==> src/rtl/life_pkg.sv <==
`default_nettype none
// ============================================================================
//  Module      : life_pkg
//  Description : Shared types and cell-index helpers for the Life engine.
//  Revision    : 1.0 - initial release
// ============================================================================
package life_pkg;

    typedef enum logic [1:0] {
        ST_IDLE = 2'd0,
        ST_RUN  = 2'd1,
        ST_HALT = 2'd2
    } state_t;

    localparam int NBR_COUNT = 8;
    localparam int CNT_W     = 4;

    // Flattened bit position of cell (r,c) in a row-major grid vector.
    function automatic int cell_index(input int r, input int c, input int cols);
        return r * cols + c;
    endfunction

    function automatic int wrap_coord(input int v, input int n);
        if (v < 0) begin
            return v + n;
        end else if (v >= n) begin
            return v - n;
        end
        return v;
    endfunction

endpackage
`default_nettype wire

==> src/rtl/life_cell.sv <==
`default_nettype none
// ============================================================================
//  Module      : life_cell
//  Description : Conway rule for one cell from its own state and 8 neighbours.
//  Revision    : 1.0 - initial release
// ============================================================================
module life_cell
    import life_pkg::*;
(
    input  logic                 self,
    input  logic [NBR_COUNT-1:0] nbrs,
    output logic                 next
);

    logic [CNT_W-1:0] w_count;

    always_comb begin
        w_count = '0;
        for (int i = 0; i < NBR_COUNT; i++) begin
            w_count = w_count + {{(CNT_W-1){1'b0}}, nbrs[i]};
        end
        next = (w_count == CNT_W'(3)) || (self && (w_count == CNT_W'(2)));
    end

endmodule
`default_nettype wire

==> src/rtl/life_engine.sv <==
`default_nettype none
// ============================================================================
//  Module      : life_engine
//  Description : Game-of-Life grid with load/step/run control and status flags.
//  Revision    : 1.0 - initial release
// ============================================================================
module life_engine
    import life_pkg::*;
#(
    parameter int ROWS     = 8,
    parameter int COLS     = 8,
    parameter int WRAP     = 1,
    parameter int TICK_DIV = 1,
    parameter int GW       = 16
) (
    input  logic                 clk,
    input  logic                 reset_n,
    input  logic                 load,
    input  logic [ROWS*COLS-1:0] seed,
    input  logic                 run,
    input  logic                 step,
    output logic [ROWS*COLS-1:0] grid,
    output logic [GW-1:0]        gen_count,
    output logic [1:0]           state,
    output logic                 stable,
    output logic                 extinct
);

    localparam int          CELLS     = ROWS * COLS;
    localparam int          TW        = (TICK_DIV > 1) ? $clog2(TICK_DIV) : 1;
    localparam logic [TW-1:0] TICK_LAST = TW'(TICK_DIV - 1);

    logic [CELLS-1:0] r_grid;
    logic [GW-1:0]    r_gen;
    logic [1:0]       r_state;
    logic [TW-1:0]    r_tick;
    logic             r_stable;
    logic             r_extinct;

    logic [CELLS-1:0] w_next_grid;
    logic [1:0]       w_state_next;
    logic             w_tick_hit;
    logic             w_step_gen;
    logic             w_run_gen;
    logic             w_next_stable;
    logic             w_next_extinct;

    // ------------------------------------------------------------------
    // Neighbourhood wiring: each cell sees its 8 neighbours, wrapped or
    // tied dead at the border depending on WRAP.
    // ------------------------------------------------------------------
    for (genvar r = 0; r < ROWS; r++) begin : g_row
        for (genvar c = 0; c < COLS; c++) begin : g_col
            logic [NBR_COUNT-1:0] w_nbrs;

            for (genvar k = 0; k < NBR_COUNT; k++) begin : g_nbr
                localparam int DR = (k < 3) ? -1 : ((k < 5) ? 0 : 1);
                localparam int DC = (k == 0 || k == 3 || k == 5) ? -1 :
                                    ((k == 1 || k == 6) ? 0 : 1);
                localparam int NR = r + DR;
                localparam int NC = c + DC;
                localparam bit INSIDE = (NR >= 0) && (NR < ROWS) &&
                                        (NC >= 0) && (NC < COLS);
                if (INSIDE || (WRAP != 0)) begin : g_live
                    assign w_nbrs[k] =
                        r_grid[cell_index(wrap_coord(NR, ROWS), wrap_coord(NC, COLS), COLS)];
                end else begin : g_dead
                    assign w_nbrs[k] = 1'b0;
                end
            end

            life_cell u_cell (
                .self (r_grid[cell_index(r, c, COLS)]),
                .nbrs (w_nbrs),
                .next (w_next_grid[cell_index(r, c, COLS)])
            );
        end
    end

    assign w_next_stable  = (w_next_grid == r_grid);
    assign w_next_extinct = (w_next_grid == '0);

    // ------------------------------------------------------------------
    // FSM: state register / next-state / output decode
    // ------------------------------------------------------------------
    always_ff @(posedge clk or negedge reset_n) begin
        if (!reset_n) begin
            r_state <= ST_IDLE;
        end else begin
            r_state <= w_state_next;
        end
    end

    always_comb begin
        w_state_next = r_state;
        if (load) begin
            w_state_next = ST_IDLE;
        end else begin
            case (r_state)
                ST_IDLE: begin
                    if (run) begin
                        w_state_next = ST_RUN;
                    end
                end
                ST_RUN: begin
                    if (!run) begin
                        w_state_next = ST_IDLE;
                    end else if (w_run_gen && (w_next_stable || w_next_extinct)) begin
                        w_state_next = ST_HALT;
                    end
                end
                ST_HALT: begin
                    w_state_next = ST_HALT;
                end
                default: begin
                    w_state_next = ST_IDLE;
                end
            endcase
        end
    end

    // A step in IDLE only counts when run is low, since run=1 takes the RUN path.
    always_comb begin
        w_tick_hit = (r_tick == TICK_LAST);
        w_step_gen = 1'b0;
        w_run_gen  = 1'b0;
        if (!load) begin
            if ((r_state == ST_IDLE) && !run && step) begin
                w_step_gen = 1'b1;
            end
            if ((r_state == ST_RUN) && run && w_tick_hit) begin
                w_run_gen = 1'b1;
            end
        end
    end

    // ------------------------------------------------------------------
    // Tick divider
    // ------------------------------------------------------------------
    always_ff @(posedge clk or negedge reset_n) begin
        if (!reset_n) begin
            r_tick <= '0;
        end else if (!load && (r_state == ST_RUN) && run) begin
            r_tick <= w_tick_hit ? '0 : (r_tick + 1'b1);
        end else begin
            r_tick <= '0;
        end
    end

    // ------------------------------------------------------------------
    // Grid, generation counter and status flags
    // ------------------------------------------------------------------
    always_ff @(posedge clk or negedge reset_n) begin
        if (!reset_n) begin
            r_grid    <= '0;
            r_gen     <= '0;
            r_stable  <= 1'b0;
            r_extinct <= 1'b1;
        end else if (load) begin
            r_grid    <= seed;
            r_gen     <= '0;
            r_stable  <= 1'b0;
            r_extinct <= (seed == '0);
        end else if (w_step_gen || w_run_gen) begin
            r_grid    <= w_next_grid;
            r_stable  <= w_next_stable;
            r_extinct <= w_next_extinct;
            if (r_gen != '1) begin
                r_gen <= r_gen + 1'b1;
            end
        end
    end

    assign grid      = r_grid;
    assign gen_count = r_gen;
    assign state     = r_state;
    assign stable    = r_stable;
    assign extinct   = r_extinct;

endmodule
`default_nettype wire

==> config.mk <==
export PLATFORM = sky130hd
export DESIGN_NAME = life_engine
export DESIGN_NICKNAME = d
export VERILOG_FILES = /design/src/rtl/life_pkg.sv /design/src/rtl/life_cell.sv /design/src/rtl/life_engine.sv
export SDC_FILE = /design/constraint.sdc
export NUM_CORES = 1
export LEC_CHECK = 0
export ABC_AREA = 1
export CELL_PAD_IN_SITES_DETAIL_PLACEMENT = 1
export CELL_PAD_IN_SITES_GLOBAL_PLACEMENT = 2
export CORE_MARGIN = 2
export CORE_UTILIZATION = 39
export CTS_BUF_LIST = sky130_fd_sc_hd__clkbuf_4
export CTS_CLUSTER_DIAMETER = 40
export DETAILED_ROUTE_END_ITERATION = 10
export GPL_TIMING_DRIVEN = 0
export PLACE_DENSITY = 0.95
export SYNTH_ARGS = -nofsm -noshare
export SYNTH_HDL_FRONTEND = slang
export SYNTH_SLANG_ARGS = --single-unit
==> constraint.sdc <==
create_clock -name clk -period 7.2 [get_ports clk]
set_input_delay 1.44 -clock clk [delete_from_list [all_inputs] [get_ports clk]]
set_output_delay 1.44 -clock clk [all_outputs]
set_load 0.01 [all_outputs]
### After elaboration in Yosys (flattened, before gate mapping)

Index checks and enable logic that the tools add are counted.

* add/subtract/negate cells: 450
* mux-type cells: 20
* equal/unequal tests: 134
* reduce and logical (&&, ||, !) cells: 146
* bitwise logic cells: 1

Operators by type and width (count)
* adder 4 x 1 -> 4 bit: 384
* == test 4 x 2 -> 1 bit, second input constant: 128
* adder 1 x 1 -> 2 bit: 64
* logical NOT 64 bit: 2
* 2-to-1 mux 64 bit: 2
* logical AND 1 bit: 71
* logical OR 1 bit: 66
* == test 64 bit: 1
* 2-to-1 mux 16 bit: 3
* adder 16 x 1 -> 16 bit, second input constant: 1
* inequality test 16 bit, second input constant: 1
* 2-to-1 mux 1 bit: 10
* 2-to-1 mux 2 bit: 4
* one-hot mux 2 bit (3 select lines): 1
* inequality test 4 bit, second input constant: 1
* AND reduction 2 bit: 2
* nonzero test 2 bit: 2
* inequality test 3 bit, second input constant: 1
* == test 2 x 1 -> 1 bit, second input constant: 1
* == test 2 bit, second input constant: 1
* logical NOT 1 bit: 2
* logical NOT 2 bit: 1
* adder 1 bit, second input constant: 1
* NOT 1 bit: 1

* register bits: 85
* word-level logic and storage cells: 757
* bits of input ports: 69
* output and inout port bits: 84

### Longest topological paths before layout

* word-level depth: 17
* mapped depth: 24
* mapped depth without buffers: 24

### Modules after synthesis

From an unflattened synthesis, not the netlist that was laid out.

* cell total of the unflattened synthesis: 2658
* area total of the unflattened synthesis: 18574.1 um^2

Modules (own cells, without submodules)
* life_cell: seq. area each 0.0 um^2, area an instance 200.2 um^2, instances 64, cells an instance 28
* life_engine: seq. area each 2103.3 um^2, area an instance 5761.8 um^2, instances 1, cells an instance 866

### Worst setup path before layout

OpenSTA, ideal clock, no wires.

* path kind: reg2reg
* start: reg r_grid[48], in the netlist grid[48]
* end: reg r_state[1], in the netlist state[1]
* path slack: 3.348 ns
* data required time: 7.129 ns
* period minus slack after synthesis: 3.852 ns
* stages on the path, launching flop included: 23
* path buffers: 0
* setup time: 0.071 ns
* arrival time: 3.780 ns
* cells stage by stage: dfrtp_1 -> ha_1 -> inv_1 -> fa_1 -> fa_1 -> inv_1 -> fa_1 -> inv_1 -> fa_1 -> o21bai_1 -> nor2_1 -> nand2_1 -> nand2_1 -> nand2_1 -> nor2_1 -> nand2_1 -> nor2_1 -> nand2_1 -> nor2_1 -> nand2_1 -> nand2_1 -> nand2_1 -> nor2_1

* word-level cells in the longest chain between the ends: 15
* elaborated cells on any way between the ends: 75
* those cells by class: add/sub: 35; eq/ne: 18; reduce/logical: 22

RTL lines
* from (decl): RTL line life_engine.sv:33 `logic [CELLS-1:0] r_grid;`
* from (signal assigned): RTL line life_engine.sv:165 `r_grid <= w_next_grid;`
* adder 1 x 1 -> 2 bit: RTL line life_cell.sv:20 `w_count = w_count + {{(CNT_W-1){1'b0}}, nbrs[i]};`
* adder 4 x 1 -> 4 bit (6 in series): RTL line life_cell.sv:20
* == test 4 x 2 -> 1 bit: RTL line life_cell.sv:22 `next = (w_count == CNT_W'(3)) || (self && (w_count == CNT_W'(2)));`
* logical AND 1 bit: RTL line life_cell.sv:22
* logical OR 1 bit: RTL line life_cell.sv:22
* == test 64 bit / logical NOT 64 bit (equally long branches): RTL line life_engine.sv:80, life_engine.sv:81
* logical OR 1 bit *: RTL line life_engine.sv:108 `end else if (w_run_gen && (w_next_stable || w_next_extinct)) begin`
* logical AND 1 bit *: RTL line life_engine.sv:108
* inequality test 4 bit (no source line) *
* AND reduction 2 bit (no source line) *
* to (signal assigned): RTL line life_engine.sv:90 `r_state <= w_state_next;`
* to (decl): RTL line life_engine.sv:35 `logic [1:0] r_state;`

Every way passes the cells marked *; elsewhere a longest branch is shown, timed or not.
A chain may end at the register's enable or synchronous reset.

### Final worst setup path

* start: reg r_grid[16], in the netlist grid[16]
* end: reg r_state[1], in the netlist state[1]

The elaborated chain is that of the path after synthesis.

==> results.json <==
{
  "drt-initial-drc-count": 923,
  "critical_path.most_common_cell": "nand2_1",
  "rows": 78,
  "max_slew.worst_pin.slew_ps": 971.7,
  "skew_ps": 42.31,
  "clk_pin_slew_ps": 180,
  "yosysUniqueCellTypes": 42,
  "drt_pass1_iterations": 6,
  "setup_violations": 0,
  "period_share_pct": 69.60,
  "cp.depth": 22,
  "drc_errors": 0,
  "ctsHoldBuffers": 0,
  "finalNetCount": 3065,
  "cp_cell_sequence": "ha_1, inv_1, fa_1, fa_1, inv_1, fa_1, inv_1, fa_1, o21bai_1, nor2_1, nand2_1, nand2_1, nand2_1, nor2_1, nand2_1, nor2_1, nand2_1, nor2_1, nand2_1, nand2_1, nand2_1, nor2_1",
  "cp_slowest_cell": "dfrtp_1",
  "grt_pass1_wl_um": 100100,
  "r2r-end": "state[1]",
  "viasPerCell": 5.143,
  "cp_max_fo": 11,
  "status": "completed",
  "crit_family": "adder cells",
  "syn_avg_cell_area_um2": 7.424,
  "htree_levels": 3,
  "fillerInstances": 5718,
  "syn_area_um2": 17690,
  "drive_gt1_share_pct": 4.428,
  "grt_pass1_vias": 18144,
  "ff2ff_setup_slack_ps": 2190,
  "wl_um": 63550,
  "syn_inst": 2383,
  "area_growth_pct": 13.78,
  "critPathMaxStageDelay_ps": 970,
  "fin_setup_tns_ps": 0,
  "cp.required_ps": 7670,
  "worstSkewPairLatency_ps": 530,
  "slew_headroom_pct": 35.22,
  "cts.sinks": 84,
  "port_buffers": 152,
  "hp-start": "gen_count[3]",
  "startpoint_type": "flip-flop",
  "die_h_um": 217.0,
  "critPathArrivalTime_ps": 5480,
  "cts_tree": "built",
  "hold_violations": 0,
  "cp-end-kind": "flip-flop",
  "crit_type": "reg2reg",
  "grt_max_degree": 50,
  "slew_viol_final": 0,
  "ys_seq_elements": 84,
  "reg2reg_from": "grid[16]",
  "core_area_um2": 45090,
  "cts_made_buffers": 9,
  "seqCellArea_um2": 2103,
  "cts_resized": 0,
  "period_needed_ps": 5011,
  "multiInputGateArea_um2": 12870,
  "hold_end": "gen_count[3]",
  "final_core_util_pct": 44.64,
  "avgRoutedWirePerCell_um": 20.15,
  "fmax_ghz": 0.1996,
  "io-pin-count": 153,
  "ys_warn_count": 0,
  "synth_seq_area_share_pct": 11.89,
  "min_path_type": "reg2reg",
  "synth_fp_nets": 2901,
  "die_w_um": 217.0,
  "post_cts_buffers": 0,
  "initial_core_util_pct": 39.24,
  "dp.final_hpwl_um": 53230,
  "vias": 16221,
  "dieArea_um2": 47080,
  "cap_violations": 0,
  "gp_congestion": 0.8880,
  "hold_depth": 1,
  "rr_worst_depth": 22,
  "cp_num_buf_inv": 3,
  "antenna_found_initial": 1,
  "root_buffer": "clkbuf_4",
  "rsz0062_at_grt": "no",
  "ant_nets": 0,
  "clock_path_buffers": 2,
  "hold_ws_ps": 550.8,
  "grt_util_all_layers_pct": 27.85,
  "grt-ovfl-total": 0
}
## sequential cells by signal (all words and copies together) (netlist names)
| signal | flops |
|---|---|
| gen_count | 16 |
| state | 2 |
| stable | 1 |
| grid | 64 |
| extinct | 1 |
## per-layer routing
metal / global-route usage (%) / part of all wire [%]
met4: 9.658 / 3.6
met2: 50.20 / 50
met1: 34.46 / 42
met3: 3.061 / 4.0
met5: 0 / 0
## worst reg2reg max path, stage by stage (launching register included)
cell	delay, ps
dfrtp_1	970
ha_1	370
inv_1	70
fa_1	440
fa_1	500
inv_1	50
fa_1	380
inv_1	80
fa_1	400
o21bai_1	170
nor2_1	160
nand2_1	130
nand2_1	80
nand2_1	70
nor2_1	120
nand2_1	60
nor2_1	180
nand2_1	80
nor2_1	260
nand2_1	120
nand2_1	120
nand2_1	60
nor2_1	110
## metrics by stage
stage                     instances  setup WS [ps]  instance area [um^2]
after floorplan                2383           3348                 17690
after global placement         3135           1018                 19960
after detailed placement       3136           2310                 19990
after CTS                      3152           2200                 20120
after global routing           3153           1875                 20130
final                          3154           2189                 20130
## worst max-delay path by stage
stage / from / to / slack [ps]
floorplan: grid[48] / state[1] / 3350
global placement: reset_n / grid[31] / 1020
detailed placement: grid[16] / state[1] / 2310
CTS: grid[16] / state[1] / 2200
global route: grid[16] / state[1] / 1880
finish: grid[16] / state[1] / 2190
## kinds of logic (layout without fill, tap and decap cells)
logic type	after synthesis	after routing	share of synthesized area, %
and+or+nand+nor	989	989	22.99
xor gates and xnor gates	4	4	0.1981
adders and majority gates	449	449	42.62
buffers and inverters	656	825	15.35
other	0	2	0
DFF	84	84	11.89
AOI/OAI and AO/OA	201	201	6.945
## layout by cell type (no fill, tap or decap), drive strengths merged, types with 2 or more instances in the layout
master and count:
clkdlybuf4s50 151, nand4 9, ha 193, a22oi 2, or2 2, clkbuf 28, nand3 94, inv 561
xor2 3, a21oi 18, o211ai 37, fa 256, o21bai 39, clkinv 7, nand3b 22, nor2 224
buf 77, dfrtp 83, diode 2, nor3b 3, o31ai 4, o21a 2, nand2 609, o21ai 97
nor4 13, nor3 11
## Yosys cell counts, drive strengths merged
cell type	number	area, um^2
nand2	609	2311
o21a	2	15.01
o21ai	97	485.5
nand3b	22	165.2
and3	1	6.260
nor3b	3	32.53
or4	1	7.510
clkbuf	19	71.32
fa	256	5125
inv	561	2106
a31oi	1	6.260
o31ai	4	30.03
buf	75	535.5
nor2	224	848.3
o21bai	39	292.8
xor2	3	26.28
nor3	11	65.06
or2	2	12.51
ha	193	2415
clkinv	1	3.750
nand4	9	56.30
dfrtp	83	2077
a21oi	18	97.60
a22oi	2	15.01
o211ai	37	277.8
a221oi	1	8.760
nor4	13	87.58
dfstp	1	26.28
nand3	94	475.5
xnor2	1	8.760
## final cells by class
cell class / count / area share [%]
Multi-Input combinational cell: 1643 / 63.95
Inverter: 562 / 10.48
Sequential cell: 84 / 10.45
Timing Repair Buffer: 153 / 7.683
Tap cell: 600 / 3.730
Buffer: 94 / 3.015
Clock buffer: 9 / 0.3357
Clock inverter: 7 / 0.3357
Antenna cell: 2 / 0.02486
Power is not shown: default switching activity piles up to over one toggle a cycle in this logic, so the estimate is an artifact.
